==> config.mk <==
export PLATFORM = sky130hd
export DESIGN_NAME = div_unit
export DESIGN_NICKNAME = d
export VERILOG_FILES = /design/src/rtl/div_unit.sv
export SDC_FILE = /design/constraint.sdc
export NUM_CORES = 1
export LEC_CHECK = 0
export BUFFER_PORTS_ARGS = -buffer_cell sky130_fd_sc_hd__buf_2
export CORE_MARGIN = 2
export CORE_UTILIZATION = 63
export CTS_BUF_LIST = sky130_fd_sc_hd__clkbuf_8
export CTS_CLUSTER_DIAMETER = 100
export DETAILED_ROUTE_END_ITERATION = 8
export PLACE_DENSITY = 0.86
export RECOVER_POWER = 100
export SETUP_SLACK_MARGIN = 0.5
export SLEW_MARGIN = 0
export SYNTH_ARGS = -nofsm -noshare
export SYNTH_HDL_FRONTEND = slang
export SYNTH_SLANG_ARGS = --single-unit
==> constraint.sdc <==
create_clock -name clk_i -period 5.33 [get_ports clk_i]
set_input_delay 0.533 -clock clk_i [delete_from_list [all_inputs] [get_ports clk_i]]
set_output_delay 0.533 -clock clk_i [all_outputs]
set_load 0.05 [all_outputs]
==> src/rtl/div_unit.sv <==
// rtl/div_unit.sv - multi-cycle radix-2 restoring divider for RV32M div/divu/rem/remu
// One quotient bit per cycle; divide-by-zero and signed overflow resolve without iterating.
module div_unit #(
   parameter int DATA_WIDTH = 32
) (
   input  logic                  clk_i,
   input  logic                  rst_ni,
   input  logic                  req_valid_i,
   output logic                  req_ready_o,
   input  logic [1:0]            op_i,
   input  logic [DATA_WIDTH-1:0] a_i,
   input  logic [DATA_WIDTH-1:0] b_i,
   input  logic                  flush_i,
   output logic                  res_valid_o,
   input  logic                  res_ready_i,
   output logic [DATA_WIDTH-1:0] res_o,
   output logic                  busy_o
);

   localparam int DW = DATA_WIDTH;
   localparam int CW = (DW > 1) ? $clog2(DW) : 1;

   typedef enum logic [1:0] {IDLE, CALC, DONE} state_e;

   state_e          state_q;
   logic [CW-1:0]   cnt_q;
   logic [DW:0]     r_q;
   logic [DW-1:0]   q_q;
   logic [DW-1:0]   b_q;
   logic            rem_sel_q;
   logic            neg_q_q;
   logic            neg_r_q;
   logic [DW-1:0]   res_q;

   logic            op_signed;
   logic            a_neg;
   logic            b_neg;
   logic [DW-1:0]   a_abs;
   logic [DW-1:0]   b_abs;
   logic            div_zero;
   logic            sgn_ovf;
   logic [DW:0]     t_w;
   logic            ge_w;
   logic [DW:0]     r_d;
   logic [DW-1:0]   q_d;
   logic [DW-1:0]   q_fix;
   logic [DW-1:0]   r_fix;

   always_comb begin
      op_signed = ~op_i[0];
      a_neg     = op_signed & a_i[DW-1];
      b_neg     = op_signed & b_i[DW-1];
      a_abs     = a_neg ? -a_i : a_i;
      b_abs     = b_neg ? -b_i : b_i;
      div_zero  = (b_i == '0);
      sgn_ovf   = op_signed && (a_i == {1'b1, {(DW-1){1'b0}}}) && (b_i == '1);

      // A set top bit in R would mean T already exceeds any DW-bit divisor.
      t_w   = {r_q[DW-1:0], q_q[DW-1]};
      ge_w  = r_q[DW] | (t_w >= {1'b0, b_q});
      r_d   = ge_w ? (t_w - {1'b0, b_q}) : t_w;
      q_d   = {q_q[DW-2:0], ge_w};
      q_fix = neg_q_q ? -q_d : q_d;
      r_fix = neg_r_q ? -r_d[DW-1:0] : r_d[DW-1:0];
   end

   always_ff @(posedge clk_i or negedge rst_ni) begin
      if (!rst_ni) begin
         state_q   <= IDLE;
         cnt_q     <= '0;
         r_q       <= '0;
         q_q       <= '0;
         b_q       <= '0;
         rem_sel_q <= 1'b0;
         neg_q_q   <= 1'b0;
         neg_r_q   <= 1'b0;
         res_q     <= '0;
      end else if (flush_i) begin
         state_q <= IDLE;
      end else begin
         case (state_q)
            IDLE: begin
               if (req_valid_i) begin
                  if (div_zero) begin
                     res_q   <= op_i[1] ? a_i : '1;
                     state_q <= DONE;
                  end else if (sgn_ovf) begin
                     res_q   <= op_i[1] ? '0 : a_i;
                     state_q <= DONE;
                  end else begin
                     cnt_q     <= CW'(DW - 1);
                     r_q       <= '0;
                     q_q       <= a_abs;
                     b_q       <= b_abs;
                     rem_sel_q <= op_i[1];
                     neg_q_q   <= a_neg ^ b_neg;
                     neg_r_q   <= a_neg;
                     state_q   <= CALC;
                  end
               end
            end
            CALC: begin
               r_q   <= r_d;
               q_q   <= q_d;
               cnt_q <= cnt_q - CW'(1);
               if (cnt_q == '0) begin
                  res_q   <= rem_sel_q ? r_fix : q_fix;
                  state_q <= DONE;
               end
            end
            DONE: begin
               if (res_ready_i) state_q <= IDLE;
            end
            default: state_q <= IDLE;
         endcase
      end
   end

   assign req_ready_o = (state_q == IDLE);
   assign res_valid_o = (state_q == DONE);
   assign busy_o      = (state_q != IDLE);
   assign res_o       = res_q;

endmodule

* Yosys cells after proc, flatten, opt, wreduce, memory -nomap -nowiden *
Cells that the tools add are included.

word-level totals
  flip-flop bits (word level) = 139
  latch bits = 0
  RAM bits = 0
  memory bits (read-only) = 0
  input port bits = 71
  output and inout bits = 35
  word-level logic and storage cells = 79
  memories kept = 0

operators by class
  add/sub/neg operators = 6
  multiply operators = 0
  div/mod/pow operators = 0
  magnitude comparators = 1
  eq/ne operators = 12
  shift operators = 0
  multiplexer cells = 32
  bitwise logic cells = 8
  reductions and logical operators = 11

operator list
  operator                                                count
  2-to-1 mux 32 bit                                       14
  2-to-1 mux 33 bit                                       4
  negator 32 bit                                          4
  case mux 32 bit (2 select lines)                        2
  case mux 33 bit (2 select lines)                        1
  == test 32 bit (second input constant)                  2
  greater-or-equal comparator 33 x 32 -> 1 bit            1
  subtractor 33 x 32 -> 33 bit                            1
  zero test 32 bit                                        1
  2-to-1 mux 5 bit                                        3
  AND reduction 5 bit                                     3
  2-to-1 mux 2 bit                                        6
  case mux 5 bit (2 select lines)                         1
  inequality test 2 bit (second input constant)           4
  inequality test 3 x 2 -> 1 bit (second input constant)  2
  case mux 2 bit (3 select lines)                         1
  zero test 5 bit                                         1
  subtractor 5 x 1 -> 5 bit (second input constant)       1
  NOT 1 bit                                               4
  nonzero test 2 bit                                      2
  inequality test 3 x 1 -> 1 bit (second input constant)  1
  inequality test 3 bit (second input constant)           1
  AND reduction 3 bit                                     1
  bitwise AND 1 bit                                       2
  other kinds (6)                                         7

* Logic depth before layout (Yosys ltp) *
Gate-level depths: netlist of run 1.

  depth after elaboration = 8
  gate-level depth with buffers = 23
  gate-level depth less buffers = 18

* Worst setup path after synthesis of run 1 *
Ideal clock, no wire load.

  path type = flip-flop to flip-flop
  start point = register r_q[21]
  end point = register res_q[28], in the netlist res_o[28]
  library setup time = 0.126 ns
  data arrival time = 4.526 ns
  data required time = 5.204 ns
  slack = 0.679 ns
  stages on the path, launching flop included = 21
  path buffers = 5
  clock period less this slack = 4.651 ns
  path through = dfrtp_1 > ha_1 > buf_6 > a21oi_4 > o21ai_2 > a2111oi_4 > nand4_1 > or3_1 > buf_6 > inv_8 > buf_12 > buf_2 > buf_1 > ha_1 > nand3_1 > or3_1 > or4_1 > o41ai_1 > xnor2_1 > a221oi_1 > nand2_1

between the ends
  word-level cells in the longest chain between the ends = 8
  elaborated cells on any way between the ends = 11
  those cells by class = add/sub: 3; order compare: 1; mux: 6; bitwise: 1

ends and longest elaborated chain
  item                                          line  text
  start, declared                               27    logic [DW:0] r_q;
  start signal, assigned                        103   r_q <= r_d;
  greater-or-equal comparator 33 x 32 -> 1 bit  60    ge_w = r_q[DW] | (t_w >= {1'b0, b_q});
  bitwise OR 1 bit                              60
  2-to-1 mux 33 bit                             61    r_d = ge_w ? (t_w - {1'b0, b_q}) : t_w;
  negator 32 bit                                64    r_fix = neg_r_q ? -r_d[DW-1:0] : r_d[DW-1:0];
  2-to-1 mux 32 bit                             64
  2-to-1 mux 32 bit *                           107   res_q <= rem_sel_q ? r_fix : q_fix;
  2-to-1 mux 32 bit *                           106   if (cnt_q == '0) begin
  case mux 32 bit (2 select lines) *            81    case (state_q)
  end signal, assigned                          85    res_q <= op_i[1] ? a_i : '1;
  end signal, assigned                          88    res_q <= op_i[1] ? '0 : a_i;
  end signal, assigned                          107
  end, declared                                 33    logic [DW-1:0] res_q;

Mark *: on every way between the ends. The rest lies on a longest branch, timed or not. The select of a mux whose other input is x is not followed.
A chain may end at the register's enable or synchronous reset.

* Worst setup path in the final report of run 1 *
  start point = register q_q[31]
  end point = register res_q[31], in the netlist res_o[31]

between the ends
  word-level cells in the longest chain between the ends = 8
  elaborated cells on any way between the ends = 11
  those cells by class = add/sub: 3; order compare: 1; mux: 6; bitwise: 1

ends and longest elaborated chain
  item                                          line  text
  start, declared                               28    logic [DW-1:0] q_q;
  start signal, assigned                        93    q_q <= a_abs;
  start signal, assigned                        104   q_q <= q_d;
  greater-or-equal comparator 33 x 32 -> 1 bit  60
  bitwise OR 1 bit                              60
  2-to-1 mux 33 bit                             61
  negator 32 bit                                64
  2-to-1 mux 32 bit                             64
  2-to-1 mux 32 bit *                           107
  2-to-1 mux 32 bit *                           106
  case mux 32 bit (2 select lines) *            81

Marked as above.

==> impl_metrics.toml, run 1 <==
[outcome]
run_status = "finished with violations"
failed_checks = "max-capacitance violations, max-slew violations"

[placed_design]
place_ws_ns = 0.7010
dp_hpwl_um = 24730
place.gp.congestion = 0.9639
place.port_buffers = 105

[drt]
finalWirelength_um = 34130
routedWlPerCell_um = 19.14
drtPass1Iterations = 6
routed_via_density = 6.511
antenna_left = 0
drt-initial-drc-count = 1258
vias = 11610
drc_errors = 0

[floorplan]
die_y_um = 139.3
die_w_um = 139.3
die_area_sq_mm = 0.01941
start_util_pct = 64.23
core-area_sq_mm = 0.01796
rows = 49
ios = 106

[power_and_ir_drop]
powerDensity_mw_per_mm2 = 661.7
p_leak_nw = 5.248
vdd_drop_max_v = 0.0004777

[clocking]
cts_tree = "built"
cts.sinks = 139
cts_buffer_depth = 2
clock_latency_ns = 0.48
cts.clk_slew.worst_paths_ns = 0.08
cts_buffers = 17
htreeDepth = 4
clockRootBuffer = "clkbuf_8"
post_cts_buffers = 0

[synth]
synthArstFlopShare_pct = 100.0
postSynthCellCount = 1484
syn_nets = 1595
yosysUniqueCellTypes = 78
yosysWarnings = 0
synth-edff-count = 0
netlist_area_sq_mm = 0.01154
ys_seq_elements = 139
avgSynthCellArea_sq_um = 7.774
ys_seq_area_share_pct = 30.15
ys_dominant_reg_cell = "dfrtp_1"

[setup_path]
critPathRequiredTime_ns = 5.68
timing.rr.start = "q_q[31]$_DFFE_PN0P_"
startpoint_type = "register"
path_class = "reg -> reg"
cp_max_fo = 6
crit_path_end_kind = "register"
critPathLaunch = "q_q[31]$_DFFE_PN0P_"
r2r_slack_ns = 0.61
rr_endpoint = "res_o[31]$_DFFE_PN0P_"
reg2regPathDepth = 16
critPathArrivalTime_ns = 5.07

[final_layout]
multi_input_area_sq_mm = 0.007487
drive_gt1_share_pct = 9.524
n_antenna_cell = 0
synthToLayoutAreaGrowth_pct = 8.003
nets = 1652
fill_cells = 1544
regArea_sq_mm = 0.003478

[global_route]
grt_pass1_vias = 11130
grt_max_degree = 101
grt_antenna_before_repair = 0
grt_overflow = 0
grt_use_total_pct = 35.10
grt_pass1_wl_um = 55590

[timing]
hold_slack_ns = 0.2322
slew_violations = 205
fmax_mhz = 211.8
final.setup.tns_ns = 0
setup_viol = 0
min_period_ns = 4.722
finalHoldViolations = 0
layout_setup_ws_ns = 0.6078
fin_crit_sh_pct = 88.60
tightest_slew_ns = 2.575
grt_setup_unrepaired = "no"
slew_headroom_pct = -71.66
skew_ns = 0.01679

[run]
drv_cap = 3

[min_path]
hold_class = "in -> reg"
worstHoldStart = "res_ready_i"
hold_end = "state_q[1]$_DFFE_PN0P_"
worstHoldPathCells = 2
[layout make-up]
cell class | instances | area share [%]
well taps | 229 | 2.299
repair buffers | 120 | 4.739
clock buffers | 17 | 1.878
flip-flops and latches | 139 | 27.91
inverters | 56 | 1.747
clock inverters | 15 | 1.335
multi-input cells | 1207 | 60.09
[power by group]
group	internal, mW	switching, mW
Clock	0.423	0.478
Combinational	2.17	3.65
Sequential	1.26	0.260
Total	3.85	4.39
[state kept, by name, indices dropped and copies added, names as in the netlist]
| register | cells |
|---|---|
| r_q | 33 |
| b_q | 32 |
| q_q | 32 |
| res_o | 32 |
| cnt_q | 5 |
| state_q | 2 |
| neg_q_q | 1 |
| neg_r_q | 1 |
| rem_sel_q | 1 |
[kinds of logic (layout without fill, tap and decap cells)]
kind of cell / Yosys count / in the layout / synth area share, %
muxes: 33 / 33 / 2.939
buffers and inverters: 138 / 208 / 4.924
and+or+nand+nor: 497 / 497 / 20.30
DFF: 139 / 139 / 30.15
xor gates and xnor gates: 143 / 143 / 10.86
AOI/OAI and AO/OA: 494 / 494 / 26.43
adders and majority gates: 40 / 40 / 4.403
[metrics by stage]
| stage | power [mW] | cells | instance area [sq um] | util, % |
|---|---|---|---|---|
| finish | 8.245 | 1783 | 12460 | 69.37 |
| global route | 8.833 | 1783 | 12460 | 69.37 |
| CTS | 8.159 | 1783 | 12560 | 69.94 |
| detailed placement | 7.215 | 1751 | 12160 | 67.71 |
| global placement | 7.101 | 1751 | 12160 | 67.71 |
| floorplan | 5.982 | 1484 | 11540 | - |
[cell usage after synthesis, types with 3 or more instances]
library cell / n / area, sq um
a221oi_1: 6 / 52.55
a22o_1: 9 / 78.83
a31oi_1: 12 / 75.07
clkbuf_1: 65 / 244.0
dfrtp_1: 139 / 3478
ha_1: 39 / 488.0
buf_2: 9 / 45.04
inv_1: 55 / 206.5
o21a_1: 17 / 127.6
nor2_1: 118 / 442.9
nand2_1: 202 / 758.2
o21bai_1: 3 / 22.52
nand4_1: 26 / 162.7
nor3_1: 31 / 155.2
xor2_1: 62 / 543.0
nor2b_1: 8 / 50.05
o31ai_1: 28 / 210.2
mux2_2: 7 / 78.83
mux2i_1: 26 / 260.3
or4_1: 7 / 52.55
buf_1: 5 / 18.77
a211o_1: 3 / 26.28
or3_1: 26 / 162.7
a21oi_1: 133 / 665.6
o221ai_1: 4 / 35.03
o21ai_0: 195 / 975.9
o21ai_1: 7 / 35.03
a21o_1: 9 / 67.56
o211ai_1: 6 / 45.04
xnor2_1: 81 / 709.4
or2_2: 4 / 25.02
nand3_1: 24 / 120.1
and3_1: 8 / 50.05
o31ai_2: 4 / 50.05
o41ai_1: 11 / 96.34
nor4_1: 16 / 100.1
a211oi_1: 17 / 127.6
nand2b_1: 10 / 62.56
[worst max-delay path: stages (launching register included)]
cell	delay (ns)
dfrtp_1	0.50
inv_1	0.10
ha_1	0.15
inv_1	0.05
fa_1	0.40
a21o_1	0.20
a221oi_1	0.50
o31ai_1	0.24
a21boi_2	0.29
o21ai_1	0.23
a2111o_1	0.43
o211ai_1	0.32
nand4b_1	0.24
nand2b_1	0.26
o41ai_2	0.39
xnor2_1	0.19
o22ai_2	0.09
[worst max path at each step]
| stage | cells past startpoint | slack (ns) | to |
|---|---|---|---|
| final | 16 | 0.61 | res_o[31]$_DFFE_PN0P_ |
| after global routing | 16 | 0.33 | res_o[31]$_DFFE_PN0P_ |
| after CTS | 15 | 0.69 | res_o[28]$_DFFE_PN0P_ |
| after detailed placement | 15 | 0.70 | res_o[28]$_DFFE_PN0P_ |
| after global placement | 15 | 0.81 | res_o[28]$_DFFE_PN0P_ |
| after floorplan | 20 | 0.68 | res_o[28]$_DFFE_PN0P_ |
[layer usage]
layer  GRT usage (%)  wire, um  vias to the layer above
met4           14.94      1370                        0
li1                -         -                     5423
met2           57.40     16120                      557
met3           6.573      2459                      107
met1           45.84     14180                     5522
met5               0         0                        -
[cell usage in the layout (no fill, tap or decap), types with 9 or more instances in the layout]
master    instances
nand2_1         202
o21ai_0         196
dfrtp_1         139
a21oi_1         133
nor2_1          117
xnor2_1          81
buf_2            67
xor2_1           62
inv_1            55
clkbuf_1         40
ha_1             39
nor3_1           31
o31ai_1          30
nand4_1          27
or3_1            26
mux2i_1          26
nand3_1          24
o21a_1           17
clkbuf_8         17
nor4_1           16
a211oi_1         16
a31oi_1          12
o41ai_1          11
nand2b_1         10
buf_4            10
a21o_1            9
a22o_1            9
[what timing repair did]
item | CTS | global route
hold buffers | 0 | 0
gates resized for setup | 0 | 3
setup endpoints to repair | 0 | 6
No activity file was read; power rests on OpenSTA's default activity.
==> run 2, diff against run 1 <==
--- a/config.mk
+++ b/config.mk
@@ -7,11 +7,12 @@
 export LEC_CHECK = 0
 export BUFFER_PORTS_ARGS = -buffer_cell sky130_fd_sc_hd__buf_2
 export CORE_MARGIN = 2
-export CORE_UTILIZATION = 63
+export CORE_UTILIZATION = 50
 export CTS_BUF_LIST = sky130_fd_sc_hd__clkbuf_8
 export CTS_CLUSTER_DIAMETER = 100
 export DETAILED_ROUTE_END_ITERATION = 8
-export PLACE_DENSITY = 0.86
+export MAX_ROUTING_LAYER = met4
+export PLACE_DENSITY = 0.71
 export RECOVER_POWER = 100
 export SETUP_SLACK_MARGIN = 0.5
 export SLEW_MARGIN = 0
==> run 2 against run 1 <==
Effect of this change: utilization decreased by 14 points; die area up 25%; critical endpoint is now res_o[29]$_DFFE_PN0P_; worst setup slack worse by 0.19 ns; register-to-register slack got worse by 0.19 ns; the run still ends with max-capacitance violations, max-slew violations left; non-clock buffer count grew 2; largest cell class unchanged; fmax fell by 3.9%.
==> impl_metrics.toml, run 2 (same netlist as run 1, synthesis figures left out) <==
[outcome]
run_status = "finished with violations"
failed_checks = "max-capacitance violations, max-slew violations"

[final_layout]
layout_commonest_cell = "nand2_1"
largest_register = "r_q"
n_antenna_cell = 0
synthToLayoutAreaGrowth_pct = 8.773
nets = 1654
utilization_pct = 55.43
drive_gt1_share_pct = 9.833
final_cell_area_sq_mm = 0.01255
fill_cells = 2211
largest_reg_flops = 33
layout_common_cells = "nand2_1, o21ai_0, dfrtp_1"

[global_route]
grt_antenna_before_repair = 0
met1_usage_pct = 40.65
met3_usage_pct = 3.694
grt_use_total_pct = 30.58
grt_overflow = 0
grtUsageMet2_pct = 48.27
grt_max_degree = 95
grt.busiest_layer = "met2"
grt_pass1_vias = 10670
grt_pass1_wl_um = 57300

[setup_path]
critPathArrivalTime_ns = 5.25
crit_path_end_kind = "register"
critPathRequiredTime_ns = 5.67
cp_max_fo = 34
path_class = "reg -> reg"
startpoint_type = "register"

[drt]
antenna_left = 0
routedWlPerCell_um = 19.24
drtPass1Iterations = 5
vias = 11340
routed_via_density = 6.160
drt-initial-drc-count = 1001
finalWirelength_um = 35420
drc_errors = 0

[min_path]
hold_class = "in -> reg"

[clocking]
cts.sinks = 139
cts_buffer_depth = 2
cts_tree = "built"
cts_buffers = 17
ctsHoldBuffers = 0
clockRootBuffer = "clkbuf_8"
cts.clk_slew.worst_paths_ns = 0.09
clock_latency_ns = 0.47
htreeDepth = 4

[floorplan]
die_area_sq_mm = 0.02431
die_y_um = 155.9
core-area_sq_mm = 0.02264
start_util_pct = 50.96
die_w_um = 155.9
ios = 106
rows = 55

[run]
drv_cap = 4

[timing]
slew_violations = 246
min_period_ns = 4.913
skew_ns = 0.01593
grt_setup_unrepaired = "no"
slew_headroom_pct = -65.02
final.setup.tns_ns = 0
fmax_mhz = 203.5
finalHoldViolations = 0
hold_slack_ns = 0.2264
fin_crit_sh_pct = 92.19
setup_viol = 0
tightest_slew_ns = 2.475

[power_and_ir_drop]
vdd_drop_max_v = 0.0005085
p_total_mw = 8.287
powerDensity_mw_per_mm2 = 660.4
p_leak_nw = 5.261

[placed_design]
post_dp_cell_area_sq_mm = 0.01222
dp_hpwl_um = 26540
place.gp.congestion = 0.9652
place.port_buffers = 105
[run 2: cell count changes in the layout (fill, tap and decap cells not counted), moves of 2 or more]
cell        before  now
clkinv_2         1    3
clkbuf_1        40   42
inv_1           55   57
clkinvlp_4       5    2
[run 2: routing by layer]
| layer | wire length (um) | share of wire, % |
|---|---|---|
| met3 | 2002 | 5.7 |
| met5 | 0 | 0 |
| met1 | 15510 | 44 |
| met4 | 1202 | 3.4 |
| met2 | 16700 | 47 |
[run 2: repair_timing]
item / CTS / global route
setup endpoints to repair: 0 / 10
gates resized for setup: 0 / 6
setup buffers: 0 / 2
[run 2: final cells by class]
cell class	instances	area, sq um	area share, %
Sequential cell	139	3478	27.72
Tap cell	285	356.6	2.841
Inverter	56	217.7	1.735
Clock inverter	15	171.4	1.366
Clock buffer	17	234.0	1.864
Timing Repair Buffer	122	583.1	4.646
Multi-Input combinational cell	1207	7508	59.83
[run 2: final timing paths]
| check | depth (start not counted) | end | startpoint | slack, ns |
|---|---|---|---|---|
| max | 14 | res_o[29]$_DFFE_PN0P_ | r_q[27]$_DFFE_PN0P_ | 0.42 |
| min | 2 | state_q[1]$_DFFE_PN0P_ | res_ready_i | 0.23 |
| max reg2reg | 14 | res_o[29]$_DFFE_PN0P_ | r_q[27]$_DFFE_PN0P_ | 0.42 |
| min reg2reg | 2 | res_o[4]$_DFFE_PN0P_ | res_o[4]$_DFFE_PN0P_ | 0.48 |
| max in group asynchronous | 2 | r_q[2]$_DFFE_PN0P_ | rst_ni | 1.27 |
| min in group asynchronous | 1 | b_q[27]$_DFFE_PN0P_ | rst_ni | 0.78 |
[run 2: report_power, final]
group / internal, mW / switching [mW]
Combinational: 2.19 / 3.62
Clock: 0.462 / 0.465
Sequential: 1.26 / 0.288
Total: 3.92 / 4.37
[run 2: worst max-delay path, cell delays in order, from the launching register on]
cell      delay (ns)
dfrtp_1         0.40
ha_1            0.40
a21o_1          0.21
a211o_1         0.29
o221ai_1        0.23
nand4_1         0.20
or3_4           0.47
clkbuf_2        0.55
or3_1           0.53
o31ai_2         0.12
nand4_1         0.23
nand2b_1        0.28
o211a_1         0.24
o311ai_1        0.47
a21oi_1         0.14
[run 2: per-stage QoR]
stage,setup slack (ns),cells
CTS,0.5264,1839
global placement,0.6407,1807
finish,0.4165,1841
floorplan,0.6787,1484
global route,0.2784,1841
detailed placement,0.5464,1807
